[src/rtl/alu_result_serializer.sv]
// Queues {alu1_res, alu0_res} captures in a small FIFO and shifts them out as UART-like frames.
// Define RESULT_PARITY_EN to insert an even-parity bit between the data bits and the stop bit.
module alu_result_serializer #(
  parameter int unsigned CLK_DIV    = 4,
  parameter int unsigned FIFO_DEPTH = 4
) (
  input  logic       clock,
  input  logic       resetb,
  input  logic       res_strobe,
  input  logic [4:0] alu0_res,
  input  logic [4:0] alu1_res,
  input  logic       ovf_clr,
  output logic       tx,
  output logic       busy,
  output logic       fifo_full,
  output logic       fifo_empty,
  output logic       overflow
);

  localparam int unsigned PW = $clog2(FIFO_DEPTH);
  localparam int unsigned CW = PW + 1;
  localparam logic [CW-1:0] DEPTH_C = CW'(FIFO_DEPTH);
  localparam logic [7:0]    DIV_M1  = 8'(CLK_DIV - 1);

`ifdef RESULT_PARITY_EN
  typedef enum logic [2:0] {IDLE, START, DATA, PARITY, STOP} state_t;
`else
  typedef enum logic [2:0] {IDLE, START, DATA, STOP} state_t;
`endif

  state_t        state_q, state_d;
  logic [7:0]    cnt_q, cnt_d;
  logic [3:0]    bit_q, bit_d;
  logic [9:0]    sh_q, sh_d;
  logic          tx_q, tx_d;
  logic [PW-1:0] wr_ptr_q, wr_ptr_d, rd_ptr_q, rd_ptr_d;
  logic [CW-1:0] count_q, count_d;
  logic          full_q, full_d, empty_q, empty_d;
  logic          ovf_q, ovf_d;
  logic          push, pop;
  logic [9:0]    head;
  logic [9:0]    mem [FIFO_DEPTH];
`ifdef RESULT_PARITY_EN
  logic          par_q, par_d;
`endif

  assign head = mem[rd_ptr_q];

  always_ff @(posedge clock) begin
    if (push) mem[wr_ptr_q] <= {alu1_res, alu0_res};
  end

  always_comb begin
    push     = res_strobe & ~full_q;
    pop      = 1'b0;
    state_d  = state_q;
    cnt_d    = cnt_q;
    bit_d    = bit_q;
    sh_d     = sh_q;
    tx_d     = 1'b1;
`ifdef RESULT_PARITY_EN
    par_d    = par_q;
`endif
    case (state_q)
      IDLE: begin
        cnt_d = '0;
        bit_d = '0;
        if (!empty_q) begin
          state_d = START;
          pop     = 1'b1;
        end
      end
      START: begin
        tx_d = 1'b0;
        if (cnt_q == '0) begin
          state_d = DATA;
          cnt_d   = DIV_M1;
          bit_d   = '0;
        end else cnt_d = cnt_q - 8'd1;
      end
      DATA: begin
        tx_d = sh_q[0];
        if (cnt_q == '0) begin
          cnt_d = DIV_M1;
          if (bit_q == 4'd9) begin
`ifdef RESULT_PARITY_EN
            state_d = PARITY;
`else
            state_d = STOP;
`endif
          end else begin
            bit_d = bit_q + 4'd1;
            sh_d  = {1'b0, sh_q[9:1]};
          end
        end else cnt_d = cnt_q - 8'd1;
      end
`ifdef RESULT_PARITY_EN
      PARITY: begin
        tx_d = par_q;
        if (cnt_q == '0) begin
          state_d = STOP;
          cnt_d   = DIV_M1;
        end else cnt_d = cnt_q - 8'd1;
      end
`endif
      STOP: begin
        tx_d = 1'b1;
        if (cnt_q == '0) begin
          if (!empty_q) begin
            state_d = START;
            pop     = 1'b1;
          end else begin
            state_d = IDLE;
            cnt_d   = '0;
          end
        end else cnt_d = cnt_q - 8'd1;
      end
      default: state_d = IDLE;
    endcase

    // Both pop sites (IDLE and STOP) load the frame the same way.
    if (pop) begin
      sh_d  = head;
      cnt_d = DIV_M1;
      bit_d = '0;
`ifdef RESULT_PARITY_EN
      par_d = ^head;
`endif
    end

    wr_ptr_d = wr_ptr_q + PW'(push);
    rd_ptr_d = rd_ptr_q + PW'(pop);
    count_d  = count_q + CW'(push) - CW'(pop);
    full_d   = (count_d == DEPTH_C);
    empty_d  = (count_d == '0);
    if (res_strobe && full_q) ovf_d = 1'b1;
    else if (ovf_clr)         ovf_d = 1'b0;
    else                      ovf_d = ovf_q;
  end

  always_ff @(posedge clock or negedge resetb) begin
    if (!resetb) begin
      state_q  <= IDLE;
      cnt_q    <= '0;
      bit_q    <= '0;
      sh_q     <= '0;
      tx_q     <= 1'b1;
      wr_ptr_q <= '0;
      rd_ptr_q <= '0;
      count_q  <= '0;
      full_q   <= 1'b0;
      empty_q  <= 1'b1;
      ovf_q    <= 1'b0;
`ifdef RESULT_PARITY_EN
      par_q    <= 1'b0;
`endif
    end else begin
      state_q  <= state_d;
      cnt_q    <= cnt_d;
      bit_q    <= bit_d;
      sh_q     <= sh_d;
      tx_q     <= tx_d;
      wr_ptr_q <= wr_ptr_d;
      rd_ptr_q <= rd_ptr_d;
      count_q  <= count_d;
      full_q   <= full_d;
      empty_q  <= empty_d;
      ovf_q    <= ovf_d;
`ifdef RESULT_PARITY_EN
      par_q    <= par_d;
`endif
    end
  end

  assign tx         = tx_q;
  assign busy       = (state_q != IDLE);
  assign fifo_full  = full_q;
  assign fifo_empty = empty_q;
  assign overflow   = ovf_q;

endmodule

[config.mk]
export PLATFORM = sky130hd
export DESIGN_NAME = alu_result_serializer
export DESIGN_NICKNAME = d
export VERILOG_FILES = /design/src/rtl/alu_result_serializer.sv
export SDC_FILE = /design/constraint.sdc
export NUM_CORES = 1
export LEC_CHECK = 0
export CAP_MARGIN = 20
export CORE_UTILIZATION = 42
export CTS_CLUSTER_DIAMETER = 150
export DETAILED_ROUTE_END_ITERATION = 10
export GPL_ROUTABILITY_DRIVEN = 0
export GPL_TIMING_DRIVEN = 0
export SETUP_SLACK_MARGIN = 0.15
export SYNTH_ARGS = -nofsm -noshare
export SYNTH_HDL_FRONTEND = slang
export SYNTH_SLANG_ARGS = --single-unit
[constraint.sdc]
create_clock -name clock -period 4.5 [get_ports clock]
set_input_delay 0.9 -clock clock [delete_from_list [all_inputs] [get_ports clock]]
set_output_delay 0.9 -clock clock [all_outputs]
set_load 0.005 [all_outputs]
## After elaboration in Yosys (flattened, before gate mapping)

Memory sizes are Yosys's and may differ from the RTL's.
Index checks and enable logic that the tools add are counted.

| operators by class | value |
|---|---|
| equal/unequal tests | 15 |
| reductions and logical operators | 15 |
| $add $sub $neg | 6 |
| mux-type cells | 29 |
| bitwise operators | 2 |

Operator list:

| cell | count |
|---|---|
| 10-bit 2-to-1 mux | 4 |
| 8-bit 2-to-1 mux | 4 |
| 8-bit one-hot mux with 3 select lines | 1 |
| 4-bit 2-to-1 mux | 4 |
| 3-bit 2-to-1 mux | 5 |
| 2-bit inequality test (second input constant) | 6 |
| 3-bit one-hot mux with 4 select lines | 1 |
| 4-bit one-hot mux with 3 select lines | 1 |
| 3-bit inequality test (second input constant) | 3 |
| 8-bit logical NOT | 1 |
| 4-bit nonzero test | 2 |
| 8-bit by 1-bit subtractor with 8-bit output (second input constant) | 1 |
| 1-bit 2-to-1 mux | 7 |
| 3-bit by 2-bit equality test with 1-bit output (second input constant) | 2 |
| 3-bit logical NOT | 2 |
| 2-bit nonzero test | 3 |
| 5-bit AND reduction | 1 |
| 2-bit by 1-bit adder with 2-bit output | 2 |
| 4-bit by 1-bit adder with 4-bit output (second input constant) | 1 |
| 4-bit equality test (second input constant) | 1 |
| 4-bit inequality test (second input constant) | 1 |
| 1-bit one-hot mux with 2 select lines | 2 |
| 4-bit AND reduction | 1 |
| 3-bit by 1-bit adder with 3-bit output | 1 |
| 10 further kinds | 10 |

| storage, ports and cells | value |
|---|---|
| bits of input ports | 14 |
| logic and storage cells | 79 |
| RAM bits | 40 |
| memories kept | 1 |
| flip-flop bits (word level) | 36 |

Memories:

| memory | words | width | rd ports | clocked after Yosys merged registers in | write ports | line | RTL |
|---|---|---|---|---|---|---|---|
| mem | 4 | 10 | 1 | 0 | 1 | 42 | `logic [9:0] mem [FIFO_DEPTH];` |

## Depth between registers and ports, before layout

Gate-level depths: netlist (run 1).

| depth | value |
|---|---|
| depth in word-level cells | 5 |
| depth in mapped cells | 11 |
| mapped depth without buffers | 10 |

## Least setup slack after synthesis (run 1)

No wires, ideal clock.

| timing | value |
|---|---|
| path type | register to register |
| from | register cnt_q[0] |
| to | register full_q, in the netlist fifo_full |
| path slack | 1698 ps |
| period minus slack after synthesis | 2802 ps |
| buffers on the path | 1 |
| stages on the path, launching flop included | 12 |
| data arrival time | 2714 ps |
| setup time | 88 ps |
| path through | dfrtp_1 > inv_1 > ha_1 > nor4b_4 > a31oi_2 > nor3_4 > buf_6 > xnor2_1 > ha_1 > fa_1 > xnor2_1 > nor3b_1 |

| on the way | value |
|---|---|
| longest elaborated chain between the ends | 5 |

RTL lines:

| what | line | RTL |
|---|---|---|
| start, declared | 32 | `logic [7:0] cnt_q, cnt_d;` |
| start signal, assigned | 159 | `cnt_q <= cnt_d;` |
| 8-bit logical NOT | 108 | `if (cnt_q == '0) begin` |
| 1-bit 2-to-1 mux | 108 |  |
| 1-bit one-hot mux with 2 select lines | 64 | `case (state_q)` |
| 3-bit by 1-bit subtractor with 3-bit output | 133 | `count_d = count_q + CW'(push) - CW'(pop);` |
| net count_d[2] | 37 | `logic [CW-1:0] count_q, count_d;` |
| 3-bit equality test | 134 | `full_d = (count_d == DEPTH_C);` |
| net full_d | 38 | `logic full_q, full_d, empty_q, empty_d;` |
| end signal, assigned | 166 | `full_q <= full_d;` |
| end, declared | 38 |  |

The timed path passes the listed nets, and every way through them passes these cells.
A chain may end at the register's enable or synchronous reset.

## Worst setup path in the final report (run 1)

Ends and elaborated chain as after synthesis.

==> impl_metrics.toml, run 1 <==
[status]
outcome = "complete, no violations"

[die]
core-area_mm2 = 0.00773
top_level_ports = 19
fp-row-count = 32
die_w_um = 91.5
floorplan.die.height_um = 91.5
starting_density_of_the_core_pct = 43.5
design.die.area_mm2 = 0.00837

[timing]
totalNegativeSetupSlack_ns = 0
fin_skew_ns = 0.0134
finalMaxSlewViolations = 0
fmax_ghz = 0.301
count_of_final_setup_violators = 0
hold_viol_final = 0
worstMarginPinSlew_ns = 0.974
setup_repair_after_global_routing_missed_its_margin = "false"
final.period_utilization_pct = 73.8
worst_slew_margin_rel_pct = 34.8
final.hold.worst_slack_ns = 0.501
layout_min_cycle_time_ns = 3.32

[clock_tree]
cts_resized = 0
clk_latency_ns = 0.34
hold_buffers = 0
clock_path_buffers = 2
buffer_count_from_post_cts_setup_fixing = 0
worst_setup_hold_path_clk_slew_ns = 0.09
cts_htree_levels = 3
cts_tree = "done"
cts-root-buf = "clkbuf_8"
cts-buffers-inserted = 9
numClockSinks = 75

[yosys]
seq_area_frac_synth_pct = 61.9
synthDistinctLibCells = 48
yosys.area.top_type = "edfxtp_1"
ys.flop_type = "edfxtp_1"
synth-edff-count = 40
synth-async-reset-ratio_pct = 46.7
ys.warnings.count = 0
synth.area.top_cells = "edfxtp_1 (36%), dfrtp_1 (25%), mux4_2 (6.7%)"
synth_fp_nets = 248
yosysTopAreaCellShare_pct = 35.7
syn-mean-instance-area_um2 = 15.1
syn-cell-area_mm2 = 0.00336
ys_ff_latch = 75
synthesis.instances = 223

[setup_path]
critical_path_rt_ns = 4.74
rr_endpoint = "fifo_full"
crit_arrival_ns = 3.56
worst-r2r-cell-count = 11
start_kind = "flip-flop"
crit-reg2reg-launch = "cnt_q[0]"
critPathCaptureType = "flip-flop"
critical_path_peak_fanout = 10
worst_setup_path_startpoint = "cnt_q[0]"
reg2reg_setup_slack_ns = 1.18
timing.setup.critical_path_class = "flip-flop to flip-flop"

[grt]
first_global_vias = 1865
wire_length_of_the_first_global_routing_pass_um = 9450
antenna_found_initial = 0
global_route.overflow_total = 0
groute.usage.overall_pct = 15.0
grt_start_max_net_pins = 36

[routing]
drt-initial-drc-count = 83
vias_per_cell = 5.07
first_pass_iters = 4
route.final.wire_length_um = 5560
via_count = 1821
post-route-drc-count = 0
routed_wire_length_per_instance_um = 15.5
postRouteAntennaNets = 0

[layout]
design.final.nets = 277
post_route_cells_drive_above_1_share_pct = 22.6
most-common-layout-cells = "edfxtp_1 (40), dfrtp_1 (33), clkdlybuf4s50_1 (17)"
area_growth_from_synthesis_to_layout_pct = 14.7
mostFrequentLayoutCell = "edfxtp_1"
antennaDiodeCount = 0

[placed_design]
detailed_place_hpwl_um = 3750
numPortBuffers = 18

[job]
max_cap_violations = 0

[pwr]
power_per_cell_area_mw_per_mm2 = 473
total_leakage_power_nw = 1.45
vdd.ir_drop.worst_uv = 199

[worst_hold_path]
worst_hold_startpoint = "sh_q[0]"
hp-class = "flip-flop to flip-flop"
whs_path_depth = 1
min_delay_worst_endpoint = "tx"
[area by class of cell]
cell class / count / area [um2]
buffer: 6 / 38.8
clock buffer: 9 / 124
clock inverter: 7 / 57.6
fill: 684 / 3870
inverter: 14 / 52.6
multi-input combinational: 128 / 1200
sequential: 75 / 2080
tap: 102 / 128
timing repair buffer: 18 / 175
[metal layers]
metal  part of all wire [%]  vias to the layer above  GRT usage (%)
met4                    1.9                        0           7.14
met5                      0                        -              0
met2                     48                       26           23.2
met1                     48                      898           20.6
li1                       -                      887              -
met3                    2.2                       10           2.76
[power by group]
part	total, mW	switching (mW)	internal, mW
Sequential	0.934	0.0634	0.870
Clock	0.479	0.271	0.208
Combinational	0.411	0.208	0.203
Total	1.82	0.543	1.28
[synthesized netlist by cell type (2+ instances only)]
| cell | count |
|---|---|
| mux4_2 | 10 |
| nor3b_1 | 2 |
| buf_6 | 2 |
| inv_1 | 14 |
| nor3_1 | 5 |
| mux2_2 | 10 |
| nor2b_1 | 2 |
| mux2i_1 | 2 |
| mux2_1 | 4 |
| nand2b_1 | 3 |
| dfstp_2 | 2 |
| nand3_1 | 2 |
| clkbuf_1 | 3 |
| mux2_4 | 5 |
| edfxtp_1 | 40 |
| o211ai_1 | 4 |
| xor2_1 | 4 |
| or4_1 | 2 |
| nor2_1 | 13 |
| o221ai_1 | 2 |
| a21oi_1 | 9 |
| nand2_1 | 10 |
| ha_1 | 10 |
| a31oi_1 | 2 |
| dfrtp_1 | 33 |
| xnor2_1 | 6 |
[metrics by stage]
stage	total power, mW	util, %	instances	area, um2	setup WS, ns
global route	1.93	49.9	359	3860	0.915
CTS	1.85	49.9	359	3860	1.13
floorplan	1.23	-	223	3360	1.70
global placement	1.35	47.5	343	3670	1.13
detailed placement	1.37	47.6	343	3670	1.15
finish	1.82	49.9	359	3860	1.18
[critical path, cell delays in order (launching register included)]
cell	delay [ns]
dfrtp_1	0.41
inv_1	0.09
ha_1	0.23
nor4b_4	0.50
a31oi_2	0.22
nor3_4	0.37
buf_6	0.23
xnor2_1	0.08
ha_1	0.20
fa_1	0.38
xnor2_1	0.25
nor3b_1	0.25
[how the worst max path moves through the flow]
stage | endpoint | cells after the start
after detailed placement | fifo_full | 11
after floorplan | fifo_full | 11
after global placement | mem[1][6] | 3
after CTS | fifo_full | 11
final | fifo_full | 11
after global routing | fifo_full | 11
[flip-flops by register name (all words and copies together) (netlist names)]
name,count
state_q,2
overflow,1
bit_q,4
tx,1
fifo_full,1
cnt_q,8
count_q,3
sh_q,10
fifo_empty,1
mem,40
rd_ptr_q,2
wr_ptr_q,2
[logic make-up after synthesis]
| family | count (synthesis) | synth area share, % |
|---|---|---|
| compound gates | 25 | 5.21 |
| xor+xnor | 10 | 2.61 |
| fa+ha+maj | 11 | 4.32 |
| buf+inv | 20 | 2.72 |
| flops | 75 | 61.9 |
| mux | 31 | 14.2 |
| simple gates | 51 | 9.08 |
No activity file was read; power rests on OpenSTA's default activity.
==> inputs of run 2 (changes only) <==
Clock period 4.5 ns to 2.9 ns, I/O delays scaled along.
==> run 2 against run 1 <==
Compared with the run above: setup slack lost 0.87 ns; first-iteration DRC count is 11% higher; fmax rose by 28%; sequential power increased by 55%; register-to-register slack worse by 0.87 ns; worst hold slack got worse by 0.19 ns; count of clock-buffer cells in the layout is the same; critical path type unchanged.
==> impl_metrics.toml, run 2 (synthesis gave the netlist of run 1 again) <==
[grt]
wire_length_of_the_first_global_routing_pass_um = 9240
groute.usage.overall_pct = 14.8
groute.layer.met1.usage_pct = 19.9
grt_busiest_layer = "met2"
grt_start_max_net_pins = 36
gr_layer_usage_met3_pct = 3.60
antenna_found_initial = 0
first_global_vias = 1882
global_route.overflow_total = 0
routing_usage_on_met2_pct = 22.5

[pwr]
finalPower_mw = 2.98
total_leakage_power_nw = 1.54
vdd.ir_drop.worst_uv = 316
power_per_cell_area_mw_per_mm2 = 742

[layout]
largest_register_ffs = 40
largest_registers = "mem: 40 flops, sh_q: 10 flops, cnt_q: 8 flops"
post_route_cells_drive_above_1_share_pct = 27.5
instances_no_fill = 371
multi_input_area_mm2 = 0.00124
final_core_util_pct = 52.0
final.fill_count = 651
design.final.nets = 289
antennaDiodeCount = 0
mostFrequentLayoutCell = "edfxtp_1"
seq_area_mm2 = 0.00208
most-common-layout-cells = "edfxtp_1 (40), dfrtp_1 (33), clkdlybuf4s50_1 (17)"
area_growth_from_synthesis_to_layout_pct = 19.4
regMostFlops = "mem"
finalInstanceArea_mm2 = 0.00402

[setup_path]
critPathCaptureType = "flip-flop"
timing.critical_path.slowest_stage_cell = "dfrtp_1"
cp_cell_sequence = "inv_1 > ha_4 > nor4b_4 > a31oi_4 > nor3_4 > buf_6 > xnor2_1 > ha_1 > fa_2 > xnor2_2 > nor3b_2"
start_kind = "flip-flop"
crit_arrival_ns = 2.85
critical_path_rt_ns = 3.17
critical_path_peak_fanout = 7
timing.critical_path.slowest_cell_delay_ns = 0.41
timing.setup.critical_path_class = "flip-flop to flip-flop"

[timing]
count_of_final_setup_violators = 0
final.period_utilization_pct = 89.2
final.hold.worst_slack_ns = 0.315
setup_repair_after_global_routing_missed_its_margin = "false"
layout_min_cycle_time_ns = 2.59
fmax_ghz = 0.387
worst_slew_margin_rel_pct = 38.9
worstMarginPinSlew_ns = 0.911
fin_ws_ns = 0.314
fin_skew_ns = 0.00918
hold_viol_final = 0
finalMaxSlewViolations = 0
totalNegativeSetupSlack_ns = 0

[die]
fp-row-count = 32
starting_density_of_the_core_pct = 43.5
design.die.area_mm2 = 0.00837
top_level_ports = 19
floorplan.die.height_um = 91.5
core-area_mm2 = 0.00773
die_w_um = 91.5

[placed_design]
post-place-cells = 343
post_dp_cell_area_mm2 = 0.00369
placement.setup.worst_slack_ns = -0.323
numPortBuffers = 18
detailed_place_hpwl_um = 3590

[clock_tree]
cts_tree = "done"
cts-root-buf = "clkbuf_8"
numClockSinks = 75
clock_path_buffers = 2
cts-buffers-inserted = 9
worst_setup_hold_path_clk_slew_ns = 0.08
cts_htree_levels = 3
hold_buffers = 0
clk_latency_ns = 0.34

[routing]
routed_wire_length_per_instance_um = 15.0
post-route-drc-count = 0
drt-initial-drc-count = 92
first_pass_iters = 4
postRouteAntennaNets = 0
vias_per_cell = 5.18
via_count = 1922
route.final.wire_length_um = 5570

[worst_hold_path]
hp-class = "input port to async pin"

[status]
outcome = "complete, no violations"

[job]
max_cap_violations = 0
run 2: final timing paths:
check,endpoint,slack (ns),start,cells after the start
setup / recovery,fifo_full,0.31,cnt_q[0],11
hold / removal,cnt_q[3],0.32,resetb,1
setup reg to reg,fifo_full,0.31,cnt_q[0],11
hold reg to reg,tx,0.51,sh_q[0],1
max in group asynchronous,sh_q[0],2.08,resetb,1
min in group clock,tx,0.51,sh_q[0],1
run 2: cell type report:
class	instances	area share [%]
buffer	6	0.966
clock inverter	7	2.09
tap	102	3.18
multi-input combinational	128	31.0
timing repair buffer	30	6.61
clock buffer	9	3.09
inverter	14	1.31
sequential	75	51.8
run 2: where the power goes:
group	internal [mW]	switching (mW)
Sequential	1.35	0.0977
Clock	0.412	0.421
Combinational	0.358	0.338
run 2: metal layers:
| layer | part of all wire [%] | wire, um |
|---|---|---|
| met1 | 48 | 2650 |
| met2 | 47 | 2630 |
| met3 | 2.8 | 156 |
| met4 | 2.4 | 132 |
| met5 | 0 | 0 |
run 2: critical path, delay by kind of cell (launching register included):
kind / cells / cell delay (ns)
compound gates: 1 / 0.15
xor+xnor: 2 / 0.26
simple gates: 3 / 0.70
flops: 1 / 0.41
buf+inv: 2 / 0.28
fa+ha+maj: 3 / 0.71
run 2: what timing repair did:
action | CTS | global route
gates resized for setup | 1 | 2
buffers inserted | 2 | 10
cloned | 0 | 0
endpoints found under the hold margin | 0 | 0
endpoints found under the setup margin | 4 | 2
pin swaps | 1 | 3
==> inputs of run 3 (changes only) <==
Settings changed: SETUP_SLACK_MARGIN 0.15 to default.
==> run 3 against run 2 <==
Compared with the run above: register-to-register slack got worse by 0.12 ns; critical path depth unchanged; final area decreased by 1.9%; clock skew increased by 0.0039 ns; setup slack got worse by 0.12 ns; fmax decreased by 4.4%; worst hold slack got worse by 0.0044 ns; power decreased by 3.6%; non-clock buffer count decreased by 5; count of clock-buffer cells in the layout unchanged; core utilization decreased by 0.99 points; die area unchanged.
==> impl_metrics.toml, run 3 (synthesis gave the netlist of run 1 again) <==
[pwr]
total_leakage_power_nw = 1.50
netSwitchingFraction_pct = 29.8
vdd.ir_drop.worst_uv = 310
power_per_cell_area_mw_per_mm2 = 729
p_int_mw = 2.02
seqPwrFrac_pct = 50.4
share_clk_of_total_power_pct = 26.0
p_sw_uw = 856
comb_power_share_pct = 23.6
finalPower_mw = 2.87

[grt]
wire_length_of_the_first_global_routing_pass_um = 9540
first_global_vias = 1878
groute.usage.overall_pct = 15.2
grt_start_max_net_pins = 36
global_route.overflow_total = 0
antenna_found_initial = 0

[clock_tree]
clk_latency_ns = 0.34
cts-root-buf = "clkbuf_8"
cts-buffers-inserted = 9
worst_setup_hold_path_clk_slew_ns = 0.09
hold_buffers = 0
cts_tree = "done"
clock_path_buffers = 2
numClockSinks = 75
cts_htree_levels = 3

[timing]
layout_min_cycle_time_ns = 2.71
hold_viol_final = 0
final.period_utilization_pct = 93.3
fmax_ghz = 0.370
final.hold.worst_slack_ns = 0.311
totalNegativeSetupSlack_ns = 0
worstMarginPinSlew_ns = 0.974
finalMaxSlewViolations = 0
fin_ws_ns = 0.194
count_of_final_setup_violators = 0
fin_skew_ns = 0.0131
worst_slew_margin_rel_pct = 34.8
setup_repair_after_global_routing_missed_its_margin = "false"

[layout]
mostFrequentLayoutCell = "edfxtp_1"
instances_no_fill = 366
largest_registers = "mem: 40 flops, sh_q: 10 flops, cnt_q: 8 flops"
most-common-layout-cells = "edfxtp_1 (40), dfrtp_1 (33), clkdlybuf4s50_1 (17)"
design.final.nets = 284
antennaDiodeCount = 0
finalInstanceArea_mm2 = 0.00394
final_core_util_pct = 51.0
area_growth_from_synthesis_to_layout_pct = 17.2
largest_register_ffs = 40
post_route_cells_drive_above_1_share_pct = 25.8
regMostFlops = "mem"

[setup_path]
cp_cell_sequence = "inv_1 > ha_2 > nor4b_4 > a31oi_4 > nor3_4 > buf_6 > xnor2_1 > ha_1 > fa_1 > xnor2_2 > nor3b_2"
worst-r2r-cell-count = 11
crit-reg2reg-launch = "cnt_q[0]"
timing.setup.critical_path_class = "flip-flop to flip-flop"
rr_endpoint = "fifo_full"
worst_setup_path_startpoint = "cnt_q[0]"
worst_setup_path_endpoint = "fifo_full"
critical_path_rt_ns = 3.15
worst-path-buf-inv = 2
crit_arrival_ns = 2.96
critical_path_depth = 11
timing.critical_path.max_delay_family = "adder cells"
start_kind = "flip-flop"
reg2reg_setup_slack_ns = 0.19
timing.critical_path.slowest_cell_delay_ns = 0.41
critPathCaptureType = "flip-flop"
critical_path_peak_fanout = 8
timing.critical_path.slowest_stage_cell = "dfrtp_1"

[die]
die_w_um = 91.5
fp-row-count = 32
top_level_ports = 19
floorplan.die.height_um = 91.5
core-area_mm2 = 0.00773
starting_density_of_the_core_pct = 43.5
design.die.area_mm2 = 0.00837

[job]
max_cap_violations = 0

[routing]
first_pass_iters = 4
post-route-drc-count = 0
route.final.wire_length_um = 5580
postRouteAntennaNets = 0
routed_wire_length_per_instance_um = 15.2
vias_per_cell = 5.03
via_count = 1840
drt-initial-drc-count = 87

[placed_design]
detailed_place_hpwl_um = 3750
placement.setup.worst_slack_ns = -0.450
numPortBuffers = 18
post_dp_cell_area_mm2 = 0.00367
post-place-cells = 343

[status]
outcome = "complete, no violations"

[worst_hold_path]
hp-class = "input port to async pin"
-- run 3: area by class of cell --
class                   instances  area [um2]
clock inverters                 7        57.6
multi-input cells             128        1230
plain buffers                   6        38.8
well taps                     102         128
fillers                       681        3790
inverters                      14        52.6
flip-flops and latches         75        2080
clock buffers                   9         124
repair buffers                 25         228
-- run 3: power by group through the flow --
| stage | clock (mW) | combinational, mW | sequential [mW] |
|---|---|---|---|
| 6_report | 0.746 | 0.677 | 1.45 |
| 5_1_grt | 0.809 | 0.752 | 1.47 |
| 4_1_cts | 0.760 | 0.665 | 1.45 |
| 3_5_place_dp | 0 | 0.651 | 1.48 |
| 3_3_place_gp | 0 | 0.632 | 1.47 |
| 2_1_floorplan | 0 | 0.469 | 1.44 |
-- run 3: worst min-delay path by stage --
stage          startpoint        to  slack (ns)
2_1_floorplan      resetb  bit_q[0]        0.28
3_3_place_gp      sh_q[0]        tx        0.48
3_5_place_dp      sh_q[0]        tx        0.47
4_1_cts            resetb  cnt_q[2]        0.34
5_1_grt            resetb  cnt_q[2]        0.37
6_report           resetb  cnt_q[2]        0.31
-- run 3: worst reg2reg max path, cell delays in order, from the launching register on --
cell     delay [ns]
dfrtp_1        0.41
inv_1          0.09
ha_2           0.22
nor4b_4        0.31
a31oi_4        0.15
nor3_4         0.23
buf_6          0.16
xnor2_1        0.07
ha_1           0.20
fa_1           0.41
xnor2_2        0.17
nor3b_2        0.21
-- run 3: what timing repair did --
item | CTS | global route
gates resized for setup | 1 | 4
pin swaps | 1 | 2
buffers inserted | 2 | 5
endpoints found under the setup margin | 4 | 1
-- run 3: layer usage --
layer  wire length, um  GRT usage, %  part of all wire (%)  vias to the layer above
li1                  -             -                     -                      902
met1              2700          20.8                    48                      908
met2              2660          23.4                    48                       20
met3               109          2.76                   2.0                       10
met4               103          7.14                   1.8                        0
met5                 0             0                     0                        -
==> variant 1, RTL diff (flow settings as in run 2) <==
The output `tx` loses its register stage (`tx_q` becomes a continuous assignment).
--- a/src/rtl/alu_result_serializer.sv
+++ b/src/rtl/alu_result_serializer.sv
@@ -146,3 +146,2 @@
       sh_q     <= '0;
-      tx_q     <= 1'b1;
       wr_ptr_q <= '0;
@@ -161,3 +160,2 @@
       sh_q     <= sh_d;
-      tx_q     <= tx_d;
       wr_ptr_q <= wr_ptr_d;
@@ -174,2 +172,4 @@
 
+  assign tx_q = tx_d;
+
   assign tx         = tx_q;
Behaviour: not the same (Yosys sat finds a counterexample within 4 cycles, from zero or initial values and one cycle with resetb low).
==> variant 1 against run 2 <==
  * Total power about the same
  * Final cell count up 5.7%
  * Hold slack worse by 0.015 ns
  * Count of clock-buffer cells in the layout is the same
  * Final area decreased by 0.65%
  * Routed wire length up 12%
  * Setup slack worse by 0.047 ns
  * Sequential cell count shrank 1
  * Area after synthesis decreased by 0.48%
  * Critical endpoint unchanged
  * Largest cell class unchanged
==> variant 1: results <==
group,metric,value,unit
global_routing,grt_pass1_vias,2063,
timing,max_freq,380,MHz
worst_setup_path,arrival,2.90,ns
global_routing,grt_pass1_wl,10.4,mm
layout,fin_nets,310,
timing,skew,0.0118,ns
logic_synthesis,ys_types,47,
power_and_ir_drop,p_sw_frac,0.314,
power_and_ir_drop,switching_power,935,uW
timing,worstMarginPinSlew,0.957,ns
global_routing,grt_start_max_net_pins,35,
logic_synthesis,synth_area_leaders,"edfxtp_1 (36%), dfrtp_1 (25%), mux4_2 (6.7%)",
logic_synthesis,synth_nets,272,
place,dp_hpwl,3.98,mm
layout,instances_no_fill,392,
logic_synthesis,synth_common_cells,"edfxtp_1 (40), dfrtp_1 (33), nor2_1 (16), inv_1 (14), nand3_1 (12)",
route,drtIter0Drc,151,
power_and_ir_drop,ir_worst_vdd,0.000405,V
place,placed_cells,367,
place,dpl_worst_slack,-0.226,ns
worst_setup_path,reg2regPathDepth,12,
route,vias_per_cell,5.31,
worst_setup_path,reg2reg_slack,0.27,ns
outcome,status,"finished clean",
clocking,cts.repair.resized,8,
power_and_ir_drop,leakagePower,1.49,nW
[variant 1: layout make-up]
class,instances,area [um2],area share
tap,102,128,0.0320
multi-input combinational,148,1260,0.316
clock buffer,9,124,0.0311
timing repair buffer,27,243,0.0609
sequential,74,2050,0.515
clock inverter,7,60.1,0.0151
buffer,11,68.8,0.0173
inverter,14,52.6,0.0132
[variant 1: cell families (layout without fill, tap and decap cells)]
kind of cell             count (synthesis)  in the layout  share of synthesized area
flip-flops                              74             74                      0.614
multiplexers                            19             19                     0.0942
adder cells (fa/ha/maj)                 11             11                     0.0434
AND/OR/NAND/NOR                         65             65                      0.106
buffers and inverters                   25             68                     0.0322
XOR/XNOR                                10             10                     0.0262
AO/OA/AOI/OAI                           43             43                     0.0841
[variant 1: metal layers]
metal / GRT usage / routed length (um)
met5: 0 / 0
met4: 0.0675 / 74
met2: 0.262 / 2980
met1: 0.223 / 2990
met3: 0.0302 / 183
==> variant 2, RTL diff (flow settings as in run 2) <==
Made on the original files. Set the parameter `FIFO_DEPTH` to 8 (it was 4).
--- a/src/rtl/alu_result_serializer.sv
+++ b/src/rtl/alu_result_serializer.sv
@@ -4,3 +4,3 @@
   parameter int unsigned CLK_DIV    = 4,
-  parameter int unsigned FIFO_DEPTH = 4
+  parameter int unsigned FIFO_DEPTH = 8
 ) (
Check against the original RTL: not equivalent (Yosys sat finds a counterexample within 10 cycles, from zero or initial values and one cycle with resetb low).
==> variant 2 against run 2 <==
  * Area after synthesis grew 52%
  * Total power grew 140%
  * Final area grew 57%
  * Routed wire length grew 69%
  * Hold slack lost 0.028 ns
  * Setup slack lost 0.19 ns
  * Count of clock-buffer cells in the layout grew 12
  * Sequential cell count grew 43
==> variant 2: results <==
group,metric,value,unit
clocking,cts_root_buffer,"clkbuf_16",
timing,finalHoldWorstSlack,0.287,ns
place,dpl_cell_area,5560,um2
clocking,cts.repair.resized,8,
layout,fillers,960,
clocking,clock_latency,0.41,ns
logic_synthesis,ys_types,47,
layout,biggestRegsByFlops,"mem: 80 flops, sh_q: 10 flops, cnt_q: 8 flops",
logic_synthesis,syn_avg_cell_area,16.2,um2
layout,instances_no_fill,526,
clocking,htreeDepth,4,
place,placed_cells,481,
clocking,cts_setup_buffers,10,
power_and_ir_drop,power.density,1140,nW/um2
outcome,status,"finished clean",
global_routing,grt_pass1_vias,2970,
power_and_ir_drop,seq_power_share,0.336,
power_and_ir_drop,ir_worst_vdd,0.000538,V
timing,skew,0.00771,ns
logic_synthesis,synth_nets,345,
worst_setup_path,worst_path_largest_cell_delay,0.49,ns
worst_setup_path,reg2reg_slack,0.12,ns
layout,drive_above_1_share,0.253,
power_and_ir_drop,p_sw_frac,0.308,
power_and_ir_drop,powerClk,2.20,mW
worst_setup_path,reg2regPathDepth,13,
clocking,clk_pin_slew,0.05,ns
logic_synthesis,synth_common_cells,"edfxtp_1 (80), dfrtp_1 (36), mux2i_1 (31), mux4_2 (20)",
logic_synthesis,yosysSeqAreaShare,0.656,
route,wirelength,9.43,mm
worst_setup_path,crit_fanout,2,
logic_synthesis,synth_area_leaders,"edfxtp_1 (47%), dfrtp_1 (18%), mux4_2 (8.8%)",
place,dp_hpwl,6.09,mm
timing,worstMarginPinSlew,1.05,ns
route,via_count,2852,
global_routing,grt_start_max_net_pins,39,
logic_synthesis,async_flop_share,0.322,
worst_setup_path,arrival,3.11,ns
## variant 2: final cells by class
cell class | instances | area share
sequential | 118 | 0.532
multi-input combinational | 169 | 0.269
clock buffer | 21 | 0.0698
timing repair buffer | 37 | 0.0533
clock inverter | 10 | 0.0284
tap | 143 | 0.0284
buffer | 13 | 0.0105
inverter | 15 | 0.00892
## variant 2: cell families (layout without fill, tap and decap cells)
group	Yosys count	in the layout	share of synthesized area
AOI/OAI and AO/OA	31	31	0.0406
DFF	118	118	0.656
xor gates and xnor gates	12	12	0.0205
and+or+nand+nor	59	59	0.0704
muxes	51	51	0.149
buffers and inverters	28	96	0.0237
adders and majority gates	16	16	0.0406
## variant 2: routing by layer
| metal | global-route usage | up-vias | share of wire |
|---|---|---|---|
| li1 | - | 1323 | - |
| met1 | 0.207 | 1448 | 0.44 |
| met2 | 0.267 | 66 | 0.50 |
| met3 | 0.0502 | 15 | 0.040 |
| met4 | 0.0782 | 0 | 0.017 |
| met5 | 0 | - | 0 |
